===== config.mk =====
export PLATFORM = sky130hd
export DESIGN_NAME = fsic_io_serdes_rx_link_ctrl
export DESIGN_NICKNAME = d
export VERILOG_FILES = /design/src/rtl/fsic_io_serdes_pkg.sv /design/src/rtl/fsic_io_serdes_rx_link_ctrl.sv
export SDC_FILE = /design/constraint.sdc
export NUM_CORES = 1
export LEC_CHECK = 0
export BUFFER_PORTS_ARGS = -buffer_cell sky130_fd_sc_hd__buf_2
export CAP_MARGIN = 0
export CORE_MARGIN = 2
export CORE_UTILIZATION = 50
export CTS_CLUSTER_SIZE = 10
export DETAILED_ROUTE_END_ITERATION = 8
export PLACE_DENSITY = 0.73
export SYNTH_ARGS = -nofsm -noshare
export SYNTH_HDL_FRONTEND = slang
export SYNTH_SLANG_ARGS = --single-unit

===== constraint.sdc =====
create_clock -name coreclk -period 2.5 [get_ports coreclk]
set_clock_uncertainty 0.1 [all_clocks]
set_input_delay 0.25 -clock coreclk [delete_from_list [all_inputs] [get_ports coreclk]]
set_output_delay 0.25 -clock coreclk [all_outputs]
set_load 0.005 [all_outputs]

===== src/rtl/fsic_io_serdes_pkg.sv =====
// Shared types for the IO-serdes receive link controller.
package fsic_io_serdes_pkg;

   localparam int unsigned RX_STATE_W = 3;
   localparam int unsigned RETRY_W    = 2;

   // Link bring-up states; encodings are visible on rx_state
   typedef enum logic [RX_STATE_W-1:0] {
      IDLE       = 3'd0,
      SETTLE     = 3'd1,
      WAIT_VALID = 3'd2,
      TRAIN      = 3'd3,
      LINK_UP    = 3'd4,
      BACKOFF    = 3'd5,
      FAIL       = 3'd6
   } rx_state_e;

endpackage


===== src/rtl/fsic_io_serdes_rx_link_ctrl.sv =====
// Receive-lane bring-up: enable the deserializer, settle, train on a fixed
// pattern, then forward words; retry with backoff and latch failure.
module fsic_io_serdes_rx_link_ctrl
   import fsic_io_serdes_pkg::*;
#(
   parameter int unsigned           pCLK_RATIO   = 4,
   parameter int unsigned           pSETTLE_CYC  = 8,
   parameter int unsigned           pTIMEOUT_CYC = 256,
   parameter logic [pCLK_RATIO-1:0] pTRAIN_PAT   = pCLK_RATIO'(4'b1010),
   parameter int unsigned           pTRAIN_LEN   = 16,
   parameter int unsigned           pMAX_RETRY   = 3
) (
   input  logic                  coreclk,
   input  logic                  axis_rst_n,
   input  logic                  cfg_enable,
   input  logic                  cfg_retrain,
   input  logic [pCLK_RATIO-1:0] rxdata_in,
   input  logic                  rxdata_in_valid,
   output logic                  rxen,
   output logic                  rx_link_up,
   output logic                  rx_link_fail,
   output logic [RX_STATE_W-1:0] rx_state,
   output logic [RETRY_W-1:0]    rx_retry_cnt,
   output logic [pCLK_RATIO-1:0] rxdata_out,
   output logic                  rxdata_out_valid
);

   localparam int unsigned CNT_MAX = (pSETTLE_CYC > pTIMEOUT_CYC) ? pSETTLE_CYC : pTIMEOUT_CYC;
   localparam int unsigned CNT_W   = $clog2(CNT_MAX + 1);
   localparam int unsigned MATCH_W = $clog2(pTRAIN_LEN + 1);

   rx_state_e               state_q, state_d;
   logic [CNT_W-1:0]        cnt_q, cnt_d;
   logic [MATCH_W-1:0]      match_q, match_d;
   logic [RETRY_W-1:0]      retry_q, retry_d;
   logic                    rxen_q, rxen_d;
   logic                    up_q, up_d;
   logic                    fail_q, fail_d;
   logic [pCLK_RATIO-1:0]   dout_q, dout_d;
   logic                    dvld_q, dvld_d;
   logic                    inc_retry;
   logic                    word_match;
   logic                    train_done;
   logic                    cnt_zero;

   assign word_match = (rxdata_in == pTRAIN_PAT);
   assign train_done = word_match && (match_q == MATCH_W'(pTRAIN_LEN - 1));
   assign cnt_zero   = (cnt_q == '0);

   // State and registered outputs
   always_ff @(posedge coreclk or negedge axis_rst_n) begin
      if (!axis_rst_n) begin
         state_q <= IDLE;
         cnt_q   <= '0;
         match_q <= '0;
         retry_q <= '0;
         rxen_q  <= 1'b0;
         up_q    <= 1'b0;
         fail_q  <= 1'b0;
         dout_q  <= '0;
         dvld_q  <= 1'b0;
      end else begin
         state_q <= state_d;
         cnt_q   <= cnt_d;
         match_q <= match_d;
         retry_q <= retry_d;
         rxen_q  <= rxen_d;
         up_q    <= up_d;
         fail_q  <= fail_d;
         dout_q  <= dout_d;
         dvld_q  <= dvld_d;
      end
   end

   // Next state, shared settle/timeout counter, training and retry bookkeeping
   always_comb begin
      state_d   = state_q;
      inc_retry = 1'b0;
      cnt_d     = cnt_q;
      match_d   = '0;
      retry_d   = retry_q;
      rxen_d    = 1'b0;
      up_d      = 1'b0;
      fail_d    = 1'b0;
      dout_d    = dout_q;
      dvld_d    = 1'b0;

      case (state_q)
         IDLE: begin
            if (cfg_enable) state_d = SETTLE;
         end
         SETTLE: begin
            if (cnt_zero) state_d = WAIT_VALID;
         end
         WAIT_VALID: begin
            if (rxdata_in_valid) begin
               state_d = TRAIN;
            end else if (cnt_zero) begin
               state_d   = BACKOFF;
               inc_retry = 1'b1;
            end
         end
         TRAIN: begin
            if (!rxdata_in_valid) begin
               state_d   = BACKOFF;
               inc_retry = 1'b1;
            end else if (train_done) begin
               state_d = LINK_UP;
            end else if (cnt_zero) begin
               state_d   = BACKOFF;
               inc_retry = 1'b1;
            end
         end
         LINK_UP: begin
            // Requested retrain is not counted as a failed attempt
            if (cfg_retrain) begin
               state_d = BACKOFF;
            end else if (!rxdata_in_valid) begin
               state_d   = BACKOFF;
               inc_retry = 1'b1;
            end
         end
         BACKOFF: begin
            if (cnt_zero) state_d = (32'(retry_q) < pMAX_RETRY) ? SETTLE : FAIL;
         end
         FAIL: begin
            if (cfg_retrain) state_d = IDLE;
         end
         default: state_d = IDLE;
      endcase

      // Disable wins over everything, including a retrain request
      if (!cfg_enable) begin
         state_d   = IDLE;
         inc_retry = 1'b0;
      end

      // Counter reloads on any state change and stops at zero
      if (state_d != state_q) begin
         case (state_d)
            SETTLE, BACKOFF:   cnt_d = CNT_W'(pSETTLE_CYC - 1);
            WAIT_VALID, TRAIN: cnt_d = CNT_W'(pTIMEOUT_CYC - 1);
            default:           cnt_d = '0;
         endcase
      end else if (!cnt_zero) begin
         cnt_d = cnt_q - CNT_W'(1);
      end

      // Mismatch only restarts the run: alignment may slip before lock
      if ((state_q == TRAIN) && (state_d == TRAIN) && word_match) begin
         match_d = match_q + MATCH_W'(1);
      end

      if (state_d == IDLE) begin
         retry_d = '0;
      end else if (inc_retry && (retry_q != '1)) begin
         retry_d = retry_q + RETRY_W'(1);
      end

      rxen_d = (state_d == SETTLE) || (state_d == WAIT_VALID) ||
               (state_d == TRAIN)  || (state_d == LINK_UP);
      up_d   = (state_d == LINK_UP);
      fail_d = (state_d == FAIL);

      // Forward only while the link stays up; data holds otherwise
      dvld_d = (state_q == LINK_UP) && (state_d == LINK_UP) && rxdata_in_valid;
      if (dvld_d) dout_d = rxdata_in;
   end

   assign rxen             = rxen_q;
   assign rx_link_up       = up_q;
   assign rx_link_fail     = fail_q;
   assign rx_state         = state_q;
   assign rx_retry_cnt     = retry_q;
   assign rxdata_out       = dout_q;
   assign rxdata_out_valid = dvld_q;

endmodule


Word-level counts from Yosys, hierarchy flattened

Cells that the tools add are included.

Bits in registers: 27
Input port bits: 9
Output and inout bits: 13
Word-level logic and storage cells: 71

Add/subtract/negate cells: 3
Magnitude comparators: 1
Equality and inequality tests: 17
Multiplexer cells: 26
Reduce and logical (&&, ||, !) cells: 15

Operators by type and width:

| cell                  | number |
|---|---|
| $mux W3               | 11 |
| $pmux W3 S7           | 1 |
| $eq A3 B3 Y1 const B  | 6 |
| $mux W9               | 2 |
| $pmux W8 S2           | 1 |
| $eq A3 B2 Y1 const B  | 4 |
| $logic_not A9 Y1      | 1 |
| $sub A9 B1 Y9 const B | 1 |
| $mux W1               | 7 |
| $eq A3 B1 Y1 const B  | 2 |
| $logic_and A1 B1 Y1   | 6 |
| $logic_not A3 Y1      | 2 |
| $add A5 B1 Y5 const B | 1 |
| $eq A5 B4 Y1 const B  | 1 |
| $mux W5               | 1 |
| $eq A4 B4 Y1 const B  | 1 |
| $mux W2               | 2 |
| $reduce_or A2 Y1      | 2 |
| $logic_or A1 B1 Y1    | 3 |
| $ne A3 B3 Y1          | 1 |
| $pmux W1 S3           | 1 |
| $add A2 B1 Y2 const B | 1 |
| $lt A2 B2 Y1 const B  | 1 |
| $ne A2 B1 Y1 const B  | 1 |
| other kinds (2)       | 2 |

Depth between registers and ports, before layout

Gate-level depths: netlist of run 1.

Depth in word-level cells: 10
Gate-level depth with buffers: 9
Gate-level depth less buffers: 9

Worst setup path before layout of run 1

Ideal clock, no wire load.

Path type: reg-to-reg
Start point: register cnt_q[0]
End point: register dout_q[0] (netlist: rxdata_out[0])
Setup time: 0.125 ns
Arrival: 2.483 ns
Data required time: 2.275 ns
Path slack: -0.208 ns
Stages on the path, launching flop included: 10
Path buffers: 0
Clock period less this slack: 2.708 ns
Cells stage by stage: dfrtp_1 -> inv_1 -> ha_1 -> or4b_1 -> o31a_1 -> o32ai_2 -> o311ai_1 -> o21ai_4 -> nand4_4 -> mux2_4

Cells in the longest elaborated chain, start to end: 9
Elaborated cells on any way between the ends: 12
Those cells by class: eq/ne (1); mux (8); reduce/logical (3)

RTL lines:

| item                               | RTL line                                                              | source |
|---|---|---|
| start, declared                    | fsic_io_serdes_rx_link_ctrl.sv:33                                     | `logic [CNT_W-1:0] cnt_q, cnt_d;` |
| start signal, assigned             | fsic_io_serdes_rx_link_ctrl.sv:64                                     | `cnt_q <= cnt_d;` |
| $logic_not A9 Y1 *                 | fsic_io_serdes_rx_link_ctrl.sv:48                                     | `assign cnt_zero = (cnt_q == '0);` |
| $mux W3                            | fsic_io_serdes_rx_link_ctrl.sv:98, fsic_io_serdes_rx_link_ctrl.sv:109 |  |
| $mux W3                            | fsic_io_serdes_rx_link_ctrl.sv:107                                    | `end else if (train_done) begin` |
| $mux W3                            | fsic_io_serdes_rx_link_ctrl.sv:104                                    | `if (!rxdata_in_valid) begin` |
| $pmux W3 S7 *                      | fsic_io_serdes_rx_link_ctrl.sv:88                                     | `case (state_q)` |
| $mux W3 *                          | fsic_io_serdes_rx_link_ctrl.sv:133                                    | `if (!cfg_enable) begin` |
| $eq A3 B3 Y1 *                     | fsic_io_serdes_rx_link_ctrl.sv:166                                    | `dvld_d = (state_q == LINK_UP) && (state_d == LINK_UP) && rxdata_in_valid;` |
| $logic_and A1 B1 Y1 * (2 in a row) | fsic_io_serdes_rx_link_ctrl.sv:166                                    |  |
| end signal, assigned               | fsic_io_serdes_rx_link_ctrl.sv:70                                     | `dout_q <= dout_d;` |
| end, declared                      | fsic_io_serdes_rx_link_ctrl.sv:39                                     | `logic [pCLK_RATIO-1:0] dout_q, dout_d;` |

Every way passes the cells marked *; elsewhere a longest branch is shown, timed or not.
A chain may end at the register's enable or synchronous reset.

Final worst setup path of run 1

Start point: register cnt_q[0]
End point: register dout_q[2] (netlist: rxdata_out[2])

Same word-level chain as after synthesis.

==> results of run 1 <==
-- flip-flops by register name (all words and copies together), names as in the netlist --
name and count:
cnt_q 9, match_q 5, rxdata_out 4, rx_state 3
rx_retry_cnt 2, rx_link_fail 1, rx_link_up 1, rxdata_out_valid 1
rxen 1
-- final cells by class --
cell class | count | area, µm² | area share [%]
Tap cell | 44 | 55.1 | 2.27
Timing Repair Buffer | 79 | 558 | 23.0
Inverter | 11 | 41.3 | 1.70
Clock inverter | 1 | 7.51 | 0.309
Multi-Input combinational cell | 122 | 1070 | 44.0
Sequential cell | 27 | 676 | 27.8
Clock buffer | 3 | 22.5 | 0.928
-- metrics by stage --
step           hold slack [ns]  utilization, %
6_report                0.0368            78.9
2_1_floorplan           -0.146               -
5_1_grt                 0.0265            78.9
3_5_place_dp             0.189            68.1
3_3_place_gp             0.178            68.1
4_1_cts                 0.0239            76.3
-- routing by layer --
layer,vias to the layer above,track usage (%),routed length [µm]
li1,754,-,-
met1,826,38.9,2120
met2,70,47.4,2740
met3,16,3.99,323
met4,0,12.7,139
met5,-,0,0
-- placed cells by master, fill, tap and decap left out, types with 3 or more instances in the layout --
cell / count
nand4_1: 3
and2_1: 3
nor3_1: 6
inv_1: 8
a21oi_1: 4
mux2_4: 4
xnor2_1: 8
nand3_1: 8
ha_1: 4
o21ai_0: 3
buf_6: 4
dfrtp_1: 27
nand2_1: 12
clkbuf_4: 3
a21o_1: 3
buf_4: 53
buf_2: 21
o21ai_2: 5
nor2_1: 9
and3_1: 3
-- report_power, final --
group	internal [mW]	switching, mW	total (mW)
Combinational	0.736	0.662	1.40
Clock	0.0618	0.142	0.204
Sequential	0.505	0.0780	0.583
Total	1.30	0.882	2.18
-- kinds of logic after synthesis --
logic type	Yosys count	share of synthesized area, %
XOR/XNOR	10	5.33
flip-flops	27	41.1
AND/OR/NAND/NOR	67	24.6
adder cells (fa/ha/maj)	5	3.81
buffers and inverters	15	3.58
multiplexers	7	5.48
AO/OA/AOI/OAI	33	16.1
-- timing repair --
item / 4_1_cts / 5_1_grt
setup endpoints to repair: 20 / 23
setup buffers: 12 / 8
hold buffers: 1 / 0
cloned: 0 / 0
endpoints found under the hold margin: 27 / 0
gates resized for setup: 26 / 7
pin swaps: 15 / 13
-- how the worst min path moves through the flow --
stage	slack, ns	start	end	depth (start not counted)
floorplan	-0.15	axis_rst_n	cnt_q[0]	0
global placement	0.18	axis_rst_n	cnt_q[3]	1
detailed placement	0.19	axis_rst_n	cnt_q[3]	1
CTS	0.02	rxdata_in[1]	rxdata_out[1]	2
global route	0.03	rxdata_in[1]	rxdata_out[1]	2
finish	0.04	rxdata_in[3]	rxdata_out[3]	2
==> run metrics, run 1 <==
Clk Latency, worst-skew pair=0.35 ns; R2R Path Start=cnt_q[0]; Reg2Reg Setup Slack=-0.28 ns; Setup crit start kind=register; number of synthesized flops with an enable pin=0; Clk pin slew, worst setup/hold paths=0.15 ns; first-pass GRT wire length=7820 µm; worst rel slew slack=59.4%; Synth async-reset ratio=100%; crit path DAT=2.93 ns; worst min path class=in2reg; GRT Util Overall=29.1%; Top Family by Delay on Critical Path=compound AO/OA/AOI/OAI gates; crit path buf inv count=1; critical path's largest stage delay=0.51 ns; Cells after DPL=264; Synth cell types=50; Worst Setup SP=cnt_q[0]; worst-path cell chain=inv_2 > ha_4 > or4b_4 > o31a_1 > o32ai_4 > o311ai_4 > o21ai_4 > nand4_4 > mux2_4; Final WS setup=-0.279 ns; synthesized flop and latch total=27; GRT overflow=0; TNS Setup=-4.00 ns; syn_area_per_cell=10.0 µm²; crit path capture=rxdata_out[2]; layout filler cell count=185; P per Cell Area=900 mW/mm²; cell taking the most area after synthesis=dfrtp_1; CTS tree=done; worst r2r dst=rxdata_out[2]; Post-DP HPWL=3110 µm; design area=0.00243 mm²; Starting Density=53.4%; Clock Sinks=27; status=complete, but fails checks; Leakage=1.15 nW; largest net degree at the start of global routing=28; antenna-violating nets left=0; Routed WL=5320 µm; most instantiated cells after synthesis=27 x dfrtp_1, 12 x nand2_1, 10 x inv_1, 10 x nand3_1, 9 x nor2_1; yosys warns=0; most common cell in the netlist=dfrtp_1; Finish-stage setup viols=23; Worst Path Max Fanout=5; Synth Cell Area=0.00164 mm²; initial antenna violation count=0; vias in the first global route=1560; Starting DRT DRC Count=119; vias after detailed routing=1666; nature of the critical path endpoint=register; Pre-antenna DRT Iters=4; Worst path slowest cell=or4b_4; failing checks=negative setup slack; synth top area cells=dfrtp_1 41%, xnor2_1 4.3%, ha_1 3.8%, mux2_4 3.7%, nand3_1 3.0%; worst-margin pin slew=0.609 ns; Place WS=-0.237 ns; Num CTS Buffers=3; Final Hold Violating Endpoints=0; max cap viols=0; Final Wtd Congestion=0.916; die area=0.00376 mm²; Top-Level Pins=22; VDD IR max=923 µV; share of the synthesized area in the top cell type=41.1%; Syn-to-layout area delta=47.8%; main flop type after synthesis=dfrtp_1; stages on the worst setup path=9; sequential share of the synthesized area=41.1%; Post-Place Cell Area=0.00210 mm²; synthesized net count=178; count of pins over their slew limit=0; # diodes=0; RSZ-0062 raised after global routing=true; input/output buffers=21; Final nets=258; core area=0.00308 mm²; Req. time, crit path=2.66 ns; width of the die=61.3 µm; CTS HTree Levels=1; DRC=0; die height=61.3 µm; Clk Tree Root Cell=clkbuf_4; drt wl/cell=18.6 µm; Max Freq=360 MHz; min Tclk post-route=2.78 ns; via density per instance=5.80; share of cells above drive strength 1=48.1%; num rows=20; Final Non-Filler Cells=287; worst reg-to-reg path cell count=9; Total Power=2.18 mW; post-synthesis cell count=164; critical path class=reg2reg; final cycle utilization of the critical path=111%; clock tree buffer depth=2
No activity file was read; power rests on OpenSTA's default activity.
==> run 2: changes to the inputs <==
- SETUP_SLACK_MARGIN: unset -> 0.02
==> run metrics, run 2 (same netlist as run 1, synthesis figures left out) <==
status=complete, but fails checks (unchanged); failing checks=negative setup slack (unchanged); initial antenna violation count=0 (unchanged); core area=0.00308 mm² (unchanged); Worst path slowest cell=or4b_4 (unchanged); nature of the critical path endpoint=register (unchanged); count of pins over their slew limit=0 (unchanged); vias in the first global route=1481 (was 1560); Clk Tree Root Cell=clkbuf_4 (unchanged); P per Cell Area=884 mW/mm² (was 900 mW/mm²); Starting Density=53.4% (unchanged); vias after detailed routing=1603 (was 1666); Place WS=-0.219 ns (was -0.237 ns); worst rel slew slack=59.8% (was 59.4%); GRT overflow=0 (unchanged); Final WS setup=-0.233 ns (was -0.279 ns); Max Freq=366 MHz (was 360 MHz); max cap viols=0 (unchanged); Setup crit start kind=register (unchanged); Finish-stage setup viols=22 (was 23); Comb pwr share=63.0% (was 64.0%); Final nets=249 (was 258); DRC=0 (unchanged); first-pass GRT wire length=6880 µm (was 7820 µm); Flop pwr share=27.6% (was 26.7%); crit path DAT=2.89 ns (was 2.93 ns); hold_sp=rxdata_in[1] (was rxdata_in[3]); commonest non-fill, non-tap cell in the layout=buf_4 (unchanged); critical path class=reg2reg (unchanged); Num CTS Buffers=3 (unchanged); Clock Sinks=27 (unchanged); register bank with the most flops=cnt_q (unchanged); Final Wtd Congestion=0.925 (was 0.916); worst-path cell chain=inv_2 > ha_4 > or4b_4 > o31a_1 > o32ai_4 > mux2i_2 > nor4_4 > buf_4 > nor3_4 > o21bai_1 (was inv_2 > ha_4 > or4b_4 > o31a_1 > o32ai_4 > o311ai_4 > o21ai_4 > nand4_4 > mux2_4); Worst Setup SP=cnt_q[0] (unchanged); most frequent cells in the layout=41 x buf_4, 26 x dfrtp_1, 21 x buf_2, 11 x nand2_1, 9 x nor2_1 (was 53 x buf_4, 27 x dfrtp_1, 21 x buf_2, 12 x nand2_1, 9 x nor2_1); RSZ-0062 raised after global routing=true (unchanged); Clk pin slew, worst setup/hold paths=0.16 ns (was 0.15 ns); Largest register FFs=9 (unchanged); clock tree buffer depth=2 (unchanged); design area=0.00239 mm² (was 0.00243 mm²); Clk Latency, worst-skew pair=0.33 ns (was 0.35 ns); Final Hold Violating Endpoints=0 (unchanged); Sw Ratio=40.6% (was 40.4%); part of the power in the clock network=9.4% (was 9.3%); min Tclk post-route=2.73 ns (was 2.78 ns); largest net degree at the start of global routing=28 (unchanged); Post-Place Cell Area=0.00210 mm² (unchanged); via density per instance=5.77 (was 5.80); critical path's largest stage delay=0.51 ns (about the same); crit path buf inv count=2 (was 1); die height=61.3 µm (unchanged); Top-Level Pins=22 (unchanged); Leakage=1.11 nW (was 1.15 nW); die area=0.00376 mm² (unchanged); CTS HTree Levels=1 (unchanged); worst min path class=in2reg (unchanged); GRT Util Overall=25.2% (was 29.1%); width of the die=61.3 µm (unchanged); share of cells above drive strength 1=46.6% (was 48.1%); Starting DRT DRC Count=150 (was 119); worst-margin pin slew=0.595 ns (was 0.609 ns); num rows=20 (unchanged); Internal=1.26 mW (was 1.30 mW); # diodes=0 (unchanged); P_sw=857 µW (was 882 µW); VDD IR max=826 µV (was 923 µV); Syn-to-layout area delta=45.5% (was 47.8%); Worst Path Max Fanout=4 (was 5); drt wl/cell=16.8 µm (was 18.6 µm); final hold slack=0.0556 ns (was 0.0368 ns); input/output buffers=21 (unchanged); Pre-antenna DRT Iters=4 (unchanged); Req. time, crit path=2.66 ns (about the same); Routed WL=4660 µm (was 5320 µm); Post-DP HPWL=3110 µm (about the same); antenna-violating nets left=0 (unchanged); R2R Path Start=cnt_q[0] (unchanged); CTS tree=done (unchanged); final cycle utilization of the critical path=109% (was 111%); Top Family by Delay on Critical Path=simple AND/OR/NAND/NOR gates (was compound AO/OA/AOI/OAI gates)
==> run 2: final timing paths <==
check                                endpoint  slack, ns  depth (start not counted)
max in group asynchronous         rx_state[0]       1.55                          2
worst min register to register     match_q[0]       0.38                          1
min in group asynchronous          match_q[2]       0.33                          2
worst max-delay path                 cnt_q[2]      -0.23                         10
worst min-delay path            rxdata_out[1]       0.06                          2
worst max register to register       cnt_q[2]      -0.23                         10
==> run 2: area by class of cell <==
| cell class | instances | area [µm²] |
|---|---|---|
| sequential | 27 | 677 |
| fill | 196 | 688 |
| multi-input combinational | 122 | 1080 |
| tap | 44 | 55.1 |
| inverter | 11 | 41.3 |
| timing repair buffer | 70 | 502 |
| clock inverter | 1 | 7.51 |
| clock buffer | 3 | 22.5 |
==> run 2: what timing repair did <==
| action | 4_1_cts | 5_1_grt |
|---|---|---|
| gates cloned | 0 | 0 |
| buffers inserted | 7 | 3 |
| hold buffers | 1 | 0 |
| resized for setup | 24 | 17 |
| hold endpoints to repair | 27 | 0 |
| setup endpoints to repair | 20 | 22 |
| pin swaps | 14 | 8 |
==> run 2: per-stage QoR <==
stage	TNS (ns)	utilization, %	cells	power [mW]
2_1_floorplan	-1.15	-	164	1.11
3_3_place_gp	-1.02	68.1	264	1.49
3_5_place_dp	-2.89	68.1	264	1.54
4_1_cts	-1.31	74.6	276	1.96
5_1_grt	-4.75	77.6	278	2.23
6_report	-2.62	77.6	278	2.11
==> run 2: layer usage <==
metal	GRT usage, %	up-vias	part of all wire (%)
met2	43.5	46	52
met5	0	-	0
met3	2.52	10	4.3
met1	32.0	807	41
li1	-	740	-
met4	11.2	0	2.1
==> run 2: power by group through the flow <==
stage / registers, mW / logic (mW) / clock network, mW
floorplan: 0.573 / 0.540 / 0
global placement: 0.571 / 0.915 / 0
detailed placement: 0.577 / 0.966 / 0
CTS: 0.577 / 1.19 / 0.197
global route: 0.587 / 1.42 / 0.217
finish: 0.583 / 1.33 / 0.199
==> run 3: changes to the inputs <==
- CELL_PAD_IN_SITES_DETAIL_PLACEMENT: unset -> 0
- CELL_PAD_IN_SITES_GLOBAL_PLACEMENT: unset -> 1
- CORE_UTILIZATION: 50 -> 40
- PLACE_DENSITY: 0.73 -> 0.75
==> run metrics, run 3 (same netlist as run 1, synthesis figures left out) <==
antenna-violating nets left=0 (unchanged); Clk Latency, worst-skew pair=0.28 ns (was 0.33 ns); Routed WL=4520 µm (was 4660 µm); Worst path slowest cell=or4b_4 (unchanged); worst reg-to-reg path cell count=9 (was 10); Final WS setup=-0.228 ns (was -0.233 ns); final hold slack=0.113 ns (was 0.0556 ns); via density per instance=5.45 (was 5.77); first-pass GRT wire length=7070 µm (was 6880 µm); worst-margin pin slew=0.613 ns (was 0.595 ns); core area=0.00397 mm² (was 0.00308 mm²); Final Wtd Congestion=0.854 (was 0.925); RSZ-0062 raised after global routing=true (unchanged); share of cells above drive strength 1=43.5% (was 46.6%); Clk pin slew, worst setup/hold paths=0.09 ns (was 0.16 ns); CTS tree=done (unchanged); most frequent cells in the layout=40 x buf_4, 27 x dfrtp_1, 21 x buf_2, 12 x nand2_1, 9 x nor2_1 (was 41 x buf_4, 26 x dfrtp_1, 21 x buf_2, 11 x nand2_1, 9 x nor2_1); Clock Sinks=27 (unchanged); Clk Tree Root Cell=clkbuf_8 (was clkbuf_4); Reg area=676 µm² (was 677 µm²); layout filler cell count=337 (was 196); worst r2r dst=rxdata_out[1] (was cnt_q[2]); Worst Path Max Fanout=5 (was 4); Top-Level Pins=22 (unchanged); post-layout util=59.2% (was 77.6%); Finish-stage setup viols=20 (was 22); vias after detailed routing=1525 (was 1603); Req. time, crit path=2.57 ns (was 2.66 ns); register bank with the most flops=cnt_q (unchanged); num rows=23 (was 20); CTS HTree Levels=1 (unchanged); Starting DRT DRC Count=142 (was 150); drt wl/cell=16.1 µm (was 16.8 µm); status=complete, but fails checks (unchanged); Flop pwr share=28.2% (was 27.6%); P_sw=787 µW (was 857 µW); worst-path cell chain=inv_2 > ha_4 > or4b_4 > o31a_1 > o32ai_4 > o311ai_4 > o21ai_4 > nand4_4 > mux2_4 (was inv_2 > ha_4 > or4b_4 > o31a_1 > o32ai_4 > mux2i_2 > nor4_4 > buf_4 > nor3_4 > o21bai_1); die height=68.1 µm (was 61.3 µm); Leakage=1.10 nW (was 1.11 nW); max cap viols=0 (unchanged); part of the power in the clock network=12.5% (was 9.4%); Final nets=245 (was 249); Max Freq=367 MHz (was 366 MHz); hold endpoint=rxdata_out[3] (was rxdata_out[1]); width of the die=68.1 µm (was 61.3 µm); VDD IR max=573 µV (was 826 µV); commonest non-fill, non-tap cell in the layout=buf_4 (unchanged); critical path's largest stage delay=0.50 ns (was 0.51 ns); Hold Crit Depth=2 (unchanged); Comb pwr share=59.3% (was 63.0%); min Tclk post-route=2.73 ns (about the same); Syn-to-layout area delta=43.2% (was 45.5%); worst rel slew slack=59.2% (was 59.8%); largest net degree at the start of global routing=28 (unchanged); footprint of the multi-input gates=0.00106 mm² (was 0.00108 mm²); critical path class=reg2reg (unchanged); hold_sp=rxdata_in[3] (was rxdata_in[1]); Post-DP HPWL=3150 µm (was 3110 µm); # diodes=0 (unchanged); DRC=0 (unchanged); Cells after DPL=267 (was 264); vias in the first global route=1541 (was 1481); Sw Ratio=38.5% (was 40.6%); Internal=1.26 mW (about the same); Final Hold Violating Endpoints=0 (unchanged); GRT overflow=0 (unchanged); input/output buffers=21 (unchanged); Setup crit start kind=register (unchanged); worst min path class=in2reg (unchanged); clock tree buffer depth=2 (unchanged); P per Cell Area=869 mW/mm² (was 884 mW/mm²); count of pins over their slew limit=0 (unchanged); final cycle utilization of the critical path=109% (about the same); R2R Path Start=cnt_q[0] (unchanged); Num CTS Buffers=3 (unchanged); Final Non-Filler Cells=280 (was 278); GRT Util Overall=20.7% (was 25.2%); Largest register FFs=9 (unchanged); failing checks=negative setup slack (unchanged); Reg2Reg Setup Slack=-0.23 ns (about the same); Pre-antenna DRT Iters=4 (unchanged); die area=0.00464 mm² (was 0.00376 mm²); crit path DAT=2.80 ns (was 2.89 ns); Starting Density=41.4% (was 53.4%); nature of the critical path endpoint=register (unchanged); initial antenna violation count=0 (unchanged)
[run 3: cell types whose count changed in the layout (fill, tap and decap cells not counted), sizes merged]
cell  previous run  this run
buf             69        65
[run 3: worst max path at each step]
stage | from | end | slack (ns) | cells after the start
finish | cnt_q[0] | rxdata_out[1] | -0.23 | 9
global route | cnt_q[0] | rxdata_out[3] | -0.31 | 10
CTS | cnt_q[1] | rxdata_out[1] | -0.20 | 9
detailed placement | cnt_q[1] | rxdata_out[1] | -0.20 | 9
global placement | cnt_q[1] | rxdata_out[3] | -0.17 | 9
floorplan | cnt_q[0] | rxdata_out[0] | -0.13 | 9
[run 3: layout make-up]
type                            instances  area share [%]
Sequential cell                        27            28.7
Clock buffer                            3            1.76
Timing Repair Buffer                   66            19.6
Inverter                               11            1.76
Clock inverter                          1           0.319
Multi-Input combinational cell        122            45.2
Tap cell                               50            2.66
[run 3: per-stage QoR]
stage / setup WS [ns] / instance area, µm² / TNS (ns) / power, mW
2_1_floorplan: -0.127 / 1660 / -1.15 / 1.11
3_3_place_gp: -0.167 / 2080 / -1.37 / 1.49
3_5_place_dp: -0.202 / 2080 / -2.47 / 1.51
4_1_cts: -0.195 / 2260 / -2.18 / 1.93
5_1_grt: -0.309 / 2350 / -4.65 / 2.19
6_report: -0.228 / 2350 / -2.54 / 2.04
[run 3: worst max-delay path: cells and delay by family (launching register included)]
family	cells	cell delay (ns)
compound gates	4	0.88
fa+ha+maj	1	0.13
buf+inv	1	0.09
flops	1	0.40
mux	1	0.34
simple gates	2	0.69
[run 3: what timing repair did]
| action | 4_1_cts | 5_1_grt |
|---|---|---|
| gates resized for setup | 13 | 15 |
| cloned | 0 | 0 |
| setup endpoints to repair | 22 | 24 |
| pin swaps | 5 | 5 |
| setup buffers | 6 | 2 |
| endpoints found under the hold margin | 27 | 0 |
| hold buffers | 1 | 0 |
[run 3: metal layers]
| metal | part of all wire [%] | track usage [%] | wire [µm] | vias to the layer above |
|---|---|---|---|---|
| li1 | - | - | - | 728 |
| met3 | 3.4 | 3.62 | 152 | 9 |
| met5 | 0 | 0 | 0 | - |
| met1 | 43 | 26.0 | 1920 | 749 |
| met2 | 52 | 34.7 | 2360 | 39 |
| met4 | 1.7 | 9.25 | 77 | 0 |
[run 3: power by group through the flow]
stage	combinational, mW	clock, mW	sequential (mW)
2_1_floorplan	0.540	0	0.573
3_3_place_gp	0.917	0	0.572
3_5_place_dp	0.942	0	0.572
4_1_cts	1.09	0.270	0.572
5_1_grt	1.32	0.283	0.585
6_report	1.21	0.255	0.576
